`src/rtl/fetch_unit.sv`:
```
// Instruction fetch stage: issues one-outstanding imem requests, applies branch predictions and
// buffers returned 4-wide groups in a 2-entry queue feeding the IF/ID register.
module fetch_unit #(
  parameter logic [15:0] RESET_PC = 16'h0000,
  parameter logic [15:0] NOP_INST = 16'h0000
) (
  input  logic        clk,
  input  logic        rst_n,
  input  logic        stall,
  input  logic        mis_pred,
  input  logic [15:0] redirect_pc,
  output logic        imem_req,
  output logic [15:0] imem_addr,
  input  logic        imem_rvalid,
  input  logic [63:0] imem_rdata,
  input  logic [3:0]  bp_taken,
  input  logic [15:0] bp_target,
  output logic [63:0] pc_to_dec,
  output logic [63:0] inst_to_dec,
  output logic [63:0] recv_pc_to_dec,
  output logic [3:0]  pred_result_to_dec
);

  typedef enum logic [1:0] {StIdle, StWait, StDiscard} state_e;

  state_e      state_q, state_d;
  logic [15:0] fetch_pc_q, fetch_pc_d;
  logic [15:0] req_addr_q;
  logic [15:0] tag_base_q;
  logic [3:0]  tag_pred_q;
  logic [1:0]  count_q, count_d;

  logic [63:0] q_pc_q   [2];
  logic [63:0] q_inst_q [2];
  logic [63:0] q_recv_q [2];
  logic [3:0]  q_pred_q [2];
  logic [63:0] q_pc_d   [2];
  logic [63:0] q_inst_d [2];
  logic [63:0] q_recv_d [2];
  logic [3:0]  q_pred_d [2];

  logic        pop, push, issue;
  logic [1:0]  cnt_after_pop, cnt_after_both;
  logic [3:0]  bp_first;
  logic [63:0] new_pc, new_inst, new_recv;

  assign pop            = ~mis_pred & ~stall & (count_q != 2'd0);
  assign push           = ~mis_pred & (state_q == StWait) & imem_rvalid;
  assign cnt_after_pop  = count_q - {1'b0, pop};
  assign cnt_after_both = cnt_after_pop + {1'b0, push};
  assign issue          = ~mis_pred &
                          (((state_q == StIdle) & (cnt_after_pop <= 2'd1)) |
                           (push & (cnt_after_both <= 2'd1)));

  // Isolate the lowest taken slot; later slots in the group are killed.
  assign bp_first  = bp_taken & (~bp_taken + 4'd1);

  assign imem_req  = issue | (state_q != StIdle);
  assign imem_addr = issue ? fetch_pc_q : req_addr_q;

  always_comb begin
    logic killed;
    killed   = 1'b0;
    new_pc   = '0;
    new_inst = '0;
    new_recv = '0;
    for (int i = 0; i < 4; i++) begin
      new_pc[16*i +: 16]   = tag_base_q + 16'(i);
      new_recv[16*i +: 16] = tag_base_q + 16'(i + 1);
      new_inst[16*i +: 16] = killed ? NOP_INST : imem_rdata[16*i +: 16];
      killed               = killed | tag_pred_q[i];
    end
  end

  always_comb begin
    state_d    = state_q;
    fetch_pc_d = fetch_pc_q;
    unique case (state_q)
      StIdle: begin
        if (issue) state_d = StWait;
      end
      StWait: begin
        if (imem_rvalid) state_d = issue ? StWait : StIdle;
        else if (mis_pred) state_d = StDiscard;
      end
      StDiscard: begin
        if (imem_rvalid) state_d = StIdle;
      end
      default: state_d = StIdle;
    endcase

    if (mis_pred) begin
      fetch_pc_d = redirect_pc;
    end else if (issue) begin
      fetch_pc_d = (|bp_taken) ? bp_target : fetch_pc_q + 16'd4;
    end
  end

  always_comb begin
    q_pc_d   = q_pc_q;
    q_inst_d = q_inst_q;
    q_recv_d = q_recv_q;
    q_pred_d = q_pred_q;
    count_d  = count_q;
    if (mis_pred) begin
      count_d = 2'd0;
    end else begin
      if (pop) begin
        q_pc_d[0]   = q_pc_q[1];
        q_inst_d[0] = q_inst_q[1];
        q_recv_d[0] = q_recv_q[1];
        q_pred_d[0] = q_pred_q[1];
      end
      // The free slot is the one just past the surviving entries.
      if (push) begin
        q_pc_d[cnt_after_pop[0]]   = new_pc;
        q_inst_d[cnt_after_pop[0]] = new_inst;
        q_recv_d[cnt_after_pop[0]] = new_recv;
        q_pred_d[cnt_after_pop[0]] = tag_pred_q;
      end
      count_d = cnt_after_both;
    end
  end

  always_ff @(posedge clk) begin
    if (!rst_n) begin
      state_q    <= StIdle;
      fetch_pc_q <= RESET_PC;
      req_addr_q <= RESET_PC;
      tag_base_q <= RESET_PC;
      tag_pred_q <= 4'd0;
      count_q    <= 2'd0;
    end else begin
      state_q    <= state_d;
      fetch_pc_q <= fetch_pc_d;
      count_q    <= count_d;
      if (issue) begin
        req_addr_q <= fetch_pc_q;
        tag_base_q <= fetch_pc_q;
        tag_pred_q <= bp_first;
      end
    end
  end

  // Entry payload needs no reset; count_q masks stale contents.
  always_ff @(posedge clk) begin
    q_pc_q   <= q_pc_d;
    q_inst_q <= q_inst_d;
    q_recv_q <= q_recv_d;
    q_pred_q <= q_pred_d;
  end

  always_comb begin
    if (count_q != 2'd0) begin
      pc_to_dec          = q_pc_q[0];
      inst_to_dec        = q_inst_q[0];
      recv_pc_to_dec     = q_recv_q[0];
      pred_result_to_dec = q_pred_q[0];
    end else begin
      pc_to_dec          = '0;
      inst_to_dec        = {4{NOP_INST}};
      recv_pc_to_dec     = '0;
      pred_result_to_dec = 4'd0;
    end
  end

endmodule

```
`config.mk`:
```
export PLATFORM = sky130hd
export DESIGN_NAME = fetch_unit
export DESIGN_NICKNAME = d
export VERILOG_FILES = /design/src/rtl/fetch_unit.sv
export SDC_FILE = /design/constraint.sdc
export NUM_CORES = 1
export LEC_CHECK = 0
export ABC_AREA = 1
export CORE_MARGIN = 3
export CORE_UTILIZATION = 40
export DETAILED_ROUTE_END_ITERATION = 6
export GPL_ROUTABILITY_DRIVEN = 0
export PLACE_DENSITY = 0.73
export RECOVER_POWER = 50
export SLEW_MARGIN = 30
export SYNTH_ARGS = -nofsm -noshare
export SYNTH_HDL_FRONTEND = slang
export SYNTH_SLANG_ARGS = --single-unit
```
`constraint.sdc`:
```
create_clock -name clk -period 11.7 [get_ports clk]
set_clock_uncertainty 0.2 [all_clocks]
set_input_delay 1.755 -clock clk [delete_from_list [all_inputs] [get_ports clk]]
set_output_delay 1.755 -clock clk [all_outputs]
set_load 0.01 [all_outputs]
```
==> impl_results.md <==
* Setup slack of the most critical reg-to-reg path at 5730 ps
* Hold-fix buffers at CTS at 0
* Number of H-tree levels at 2
* Clock tree from TritonCTS: built
* Number of cells on the critical path at 9
* Critical path buffers and inverters at 4
* Number of max-cap violations at 4
* Standard-cell row count at 80
* Distinct cell type count after synthesis at 43
* Total of warnings raised by yosys at 0
* Flops & latches, synth at 399
* Net Switching at 0.798 mW
* Ratio of routed vias to standard cells at 5.05
* Number of buffers created by CTS at 46
* Number of failing setup endpoints in the final timing report at 0
* Slowest cell delay on critical path at 2860 ps
* Power density normalized to cell area at 138 nW/um^2
* Kind of cell adding the most delay to the critical path: simple AND/OR/NAND/NOR gates
* Mapped Area at 19,500 sq um
* Largest area contributor in the synthesized netlist: sky130_fd_sc_hd__edfxtp_1
* Core area at 47,900 sq um
* Kind of path behind the tightest hold check: reg2reg
* Part of the power in combinational logic at 8.6%
* CP arrival at 8990 ps
* Non-filler cells, final at 3,143
* Result of the run: finished with violations
* Die Footprint at 51,400 sq um
* Data required, critical path at 11,810 ps
* Max Slew Vio Count at 514
* Number of global-route vias before repair at 15,437
* Worst hold margin at 267 ps
* Number of instances in the placed design at 3,059
* Multi-input gate area in the final layout at 6330 sq um
* Most repeated cell in the gate-level netlist after synthesis: sky130_fd_sc_hd__nand2_1
* Hold Crit Start: tag_pred_q[1]
* Internal power contribution at 2.58 mW
* Worst setup EP type: register
* Fin Setup TNS at 0 ps
* Reg-to-reg endpoint: q_recv_q[81]
* Post-route ant nets at 0
* Aggregate global-route resource usage at 21.1%
* Largest net degree at the start of global routing at 225
* Clock root buffer master: sky130_fd_sc_hd__clkbuf_16
* Proportion of synthesized chip area in sequential cells at 58.6%
* IR drop worst, VDD at 0.000102 V
* Number of clock sinks seen by CTS at 399
* Number of gates resized after CTS at 0
* Worst reg2reg path depth at 7
* Leakage at 10.4 nW
* Cell count of the worst hold path at 0
* Horizontal extent of the die at 227 microns
* Portion of synthesized cell area occupied by the leading cell type at 52.9%
* Maximum number of buffers from clock root to sink at 3
* Worst-path cell with the longest stage delay: sky130_fd_sc_hd__nand2_1
* Sequential fraction of design power at 49.3%
* Gate count of the mapped netlist at 2,241
* Critical Path, Cell by Cell: dlygate4sd3_1 > clkbuf_1 > inv_12 > nand2_1 > a21oi_1 > nand2_1 > inv_4 > nand2_1 > nand2_1
* Transition time at the pin with the least slew margin at 4210 ps
* Proportion of layout cells with a drive suffix above 1 at 3.80%
* Iteration-0 DRC count of the detailed router at 1,507
* Clock latency at the later pin of the worst-skew pair at 580 ps
* Wire length reported by the detailed router at 55,400 microns
* Setup fix buffers added after clock tree synthesis at 0
* Detail-routed net length per standard cell at 17.6 microns
* Global route overflow at 0
* Fillcell total at 4,450
* Switching Fraction at 23.6%
* Post-synth top flop: sky130_fd_sc_hd__edfxtp_1
* Setup repair after global routing missed its margin: false
* Cells taking the most area after synthesis: sky130_fd_sc_hd__edfxtp_1, sky130_fd_sc_hd__nand2_1, sky130_fd_sc_hd__nor2_1, sky130_fd_sc_hd__dfxtp_1, sky130_fd_sc_hd__inv_1
* Final count of hold timing violations at 0
* Violated checks: max-capacitance violations, max-slew violations
* Crit path max fanout at 147
* Avg Cell Area, Syn at 8.69 sq um
* Port-buffer cells at 317
* Layout area overhead at 25.2%
* Sequential Area at 11,400 sq um
* Vertical extent of the die at 227 microns
* Most numerous cell types in the synthesized netlist: sky130_fd_sc_hd__nand2_1, sky130_fd_sc_hd__nor2_1, sky130_fd_sc_hd__edfxtp_1
* Fraction of synthesis flops using an asynchronous set or reset pin at 0%
* First-pass detailed-route iteration total at 6
* Antenna violations before repair at 0
* Startpoint of the worst register-to-register path: count_q[0]
* Period utilization at 75.8%
* Starting Density at 40.6%
* Maximum clock frequency at 113 MHz
* Number of remaining DRC errors at 0
* Startpoint class of the critical path: input port
* Critical path's most frequent cell: sky130_fd_sc_hd__nand2_1
* Number of antenna cells inserted at 0
* Global-route wire length before repair at 85,700 microns
* HPWL Detailed at 35,700 microns
* Final-stage net count at 2,605
* Overall via count from detail_route at 15,871
* Clock slew at the register clock pins of the worst setup and hold paths at 60 ps
* Top Ports at 318
* Clock share of power at 42.2%
* Type of the worst setup path: in2reg
* Post-Synthesis Net Count at 2,353
* Max_slew headroom at -181%
* Time the final worst path needs with I/O delays and setup at 8870 ps
* Number of enable-type register cells in the synthesized netlist at 343
-- layout make-up --
cell class,count,share of cell area (%)
Clock inverter,20,0.626
Timing Repair Buffer,328,13.3
Sequential cell,399,46.8
Clock buffer,63,5.46
Inverter,299,4.67
Multi-Input combinational cell,1419,25.9
Tap cell,615,3.16
-- cells in the final DEF (no fill, tap or decap), drive strengths merged, types with 5 or more instances in the layout --
| master | count |
|---|---|
| nor3 | 6 |
| a21oi | 57 |
| inv | 299 |
| ha | 7 |
| edfxtp | 343 |
| clkbuf | 70 |
| nor2 | 373 |
| dlygate4sd3 | 67 |
| dfxtp | 56 |
| a31oi | 73 |
| nand4 | 8 |
| clkdlybuf4s50 | 250 |
| xnor2 | 5 |
| nand2 | 619 |
| nand3 | 21 |
| xor2 | 43 |
| o211ai | 16 |
| clkinv | 17 |
| o21ai | 173 |
-- metal layers --
layer  vias up  track usage [%]  routed length, microns
met5         -                0                       0
met4         0             7.94                    1850
li1       7706                -                       -
met3       113             5.70                    4810
met2       590             32.3                   25100
met1      7462             28.9                   23700
-- worst max path at each step --
stage	from	to	slack, ps
finish	mis_pred	q_pc_q[89]	2830
global route	mis_pred	q_pc_q[106]	2130
CTS	mis_pred	imem_addr[5]	3750
detailed placement	mis_pred	imem_addr[5]	3760
global placement	mis_pred	imem_addr[12]	3720
floorplan	mis_pred	fetch_pc_q[3]	3190
-- power groups by stage --
| stage | registers [mW] | clock network, mW | logic, mW |
|---|---|---|---|
| after floorplan | 1.68 | 0 | 0.186 |
| after global placement | 1.69 | 0 | 0.281 |
| after detailed placement | 1.69 | 0 | 0.291 |
| after CTS | 1.66 | 1.45 | 0.294 |
| after global routing | 1.67 | 1.51 | 0.327 |
| final | 1.66 | 1.42 | 0.289 |
-- cell families (layout without fill, tap and decap cells) --
group                    Yosys count  in the layout  share of synthesized area [%]
AND/OR/NAND/NOR                 1036           1036                           20.8
buffers and inverters            423            710                           8.60
flip-flops                       399            399                           58.6
AO/OA/AOI/OAI                    324            324                           9.16
XOR/XNOR                          48             48                           2.16
adder cells (fa/ha/maj)            7              7                          0.450
multiplexers                       4              4                          0.206
-- stage by stage --
step	worst slack [ps]	util [%]	power, mW	area (sq um)
finish	2830	50.9	3.38	24400
global route	2130	50.9	3.51	24400
CTS	3750	51.1	3.41	24500
detailed placement	3760	48.0	1.98	23000
global placement	3720	48.0	1.97	23000
floorplan	3190	-	1.87	19500
No activity file was read; power rests on OpenSTA's default activity.
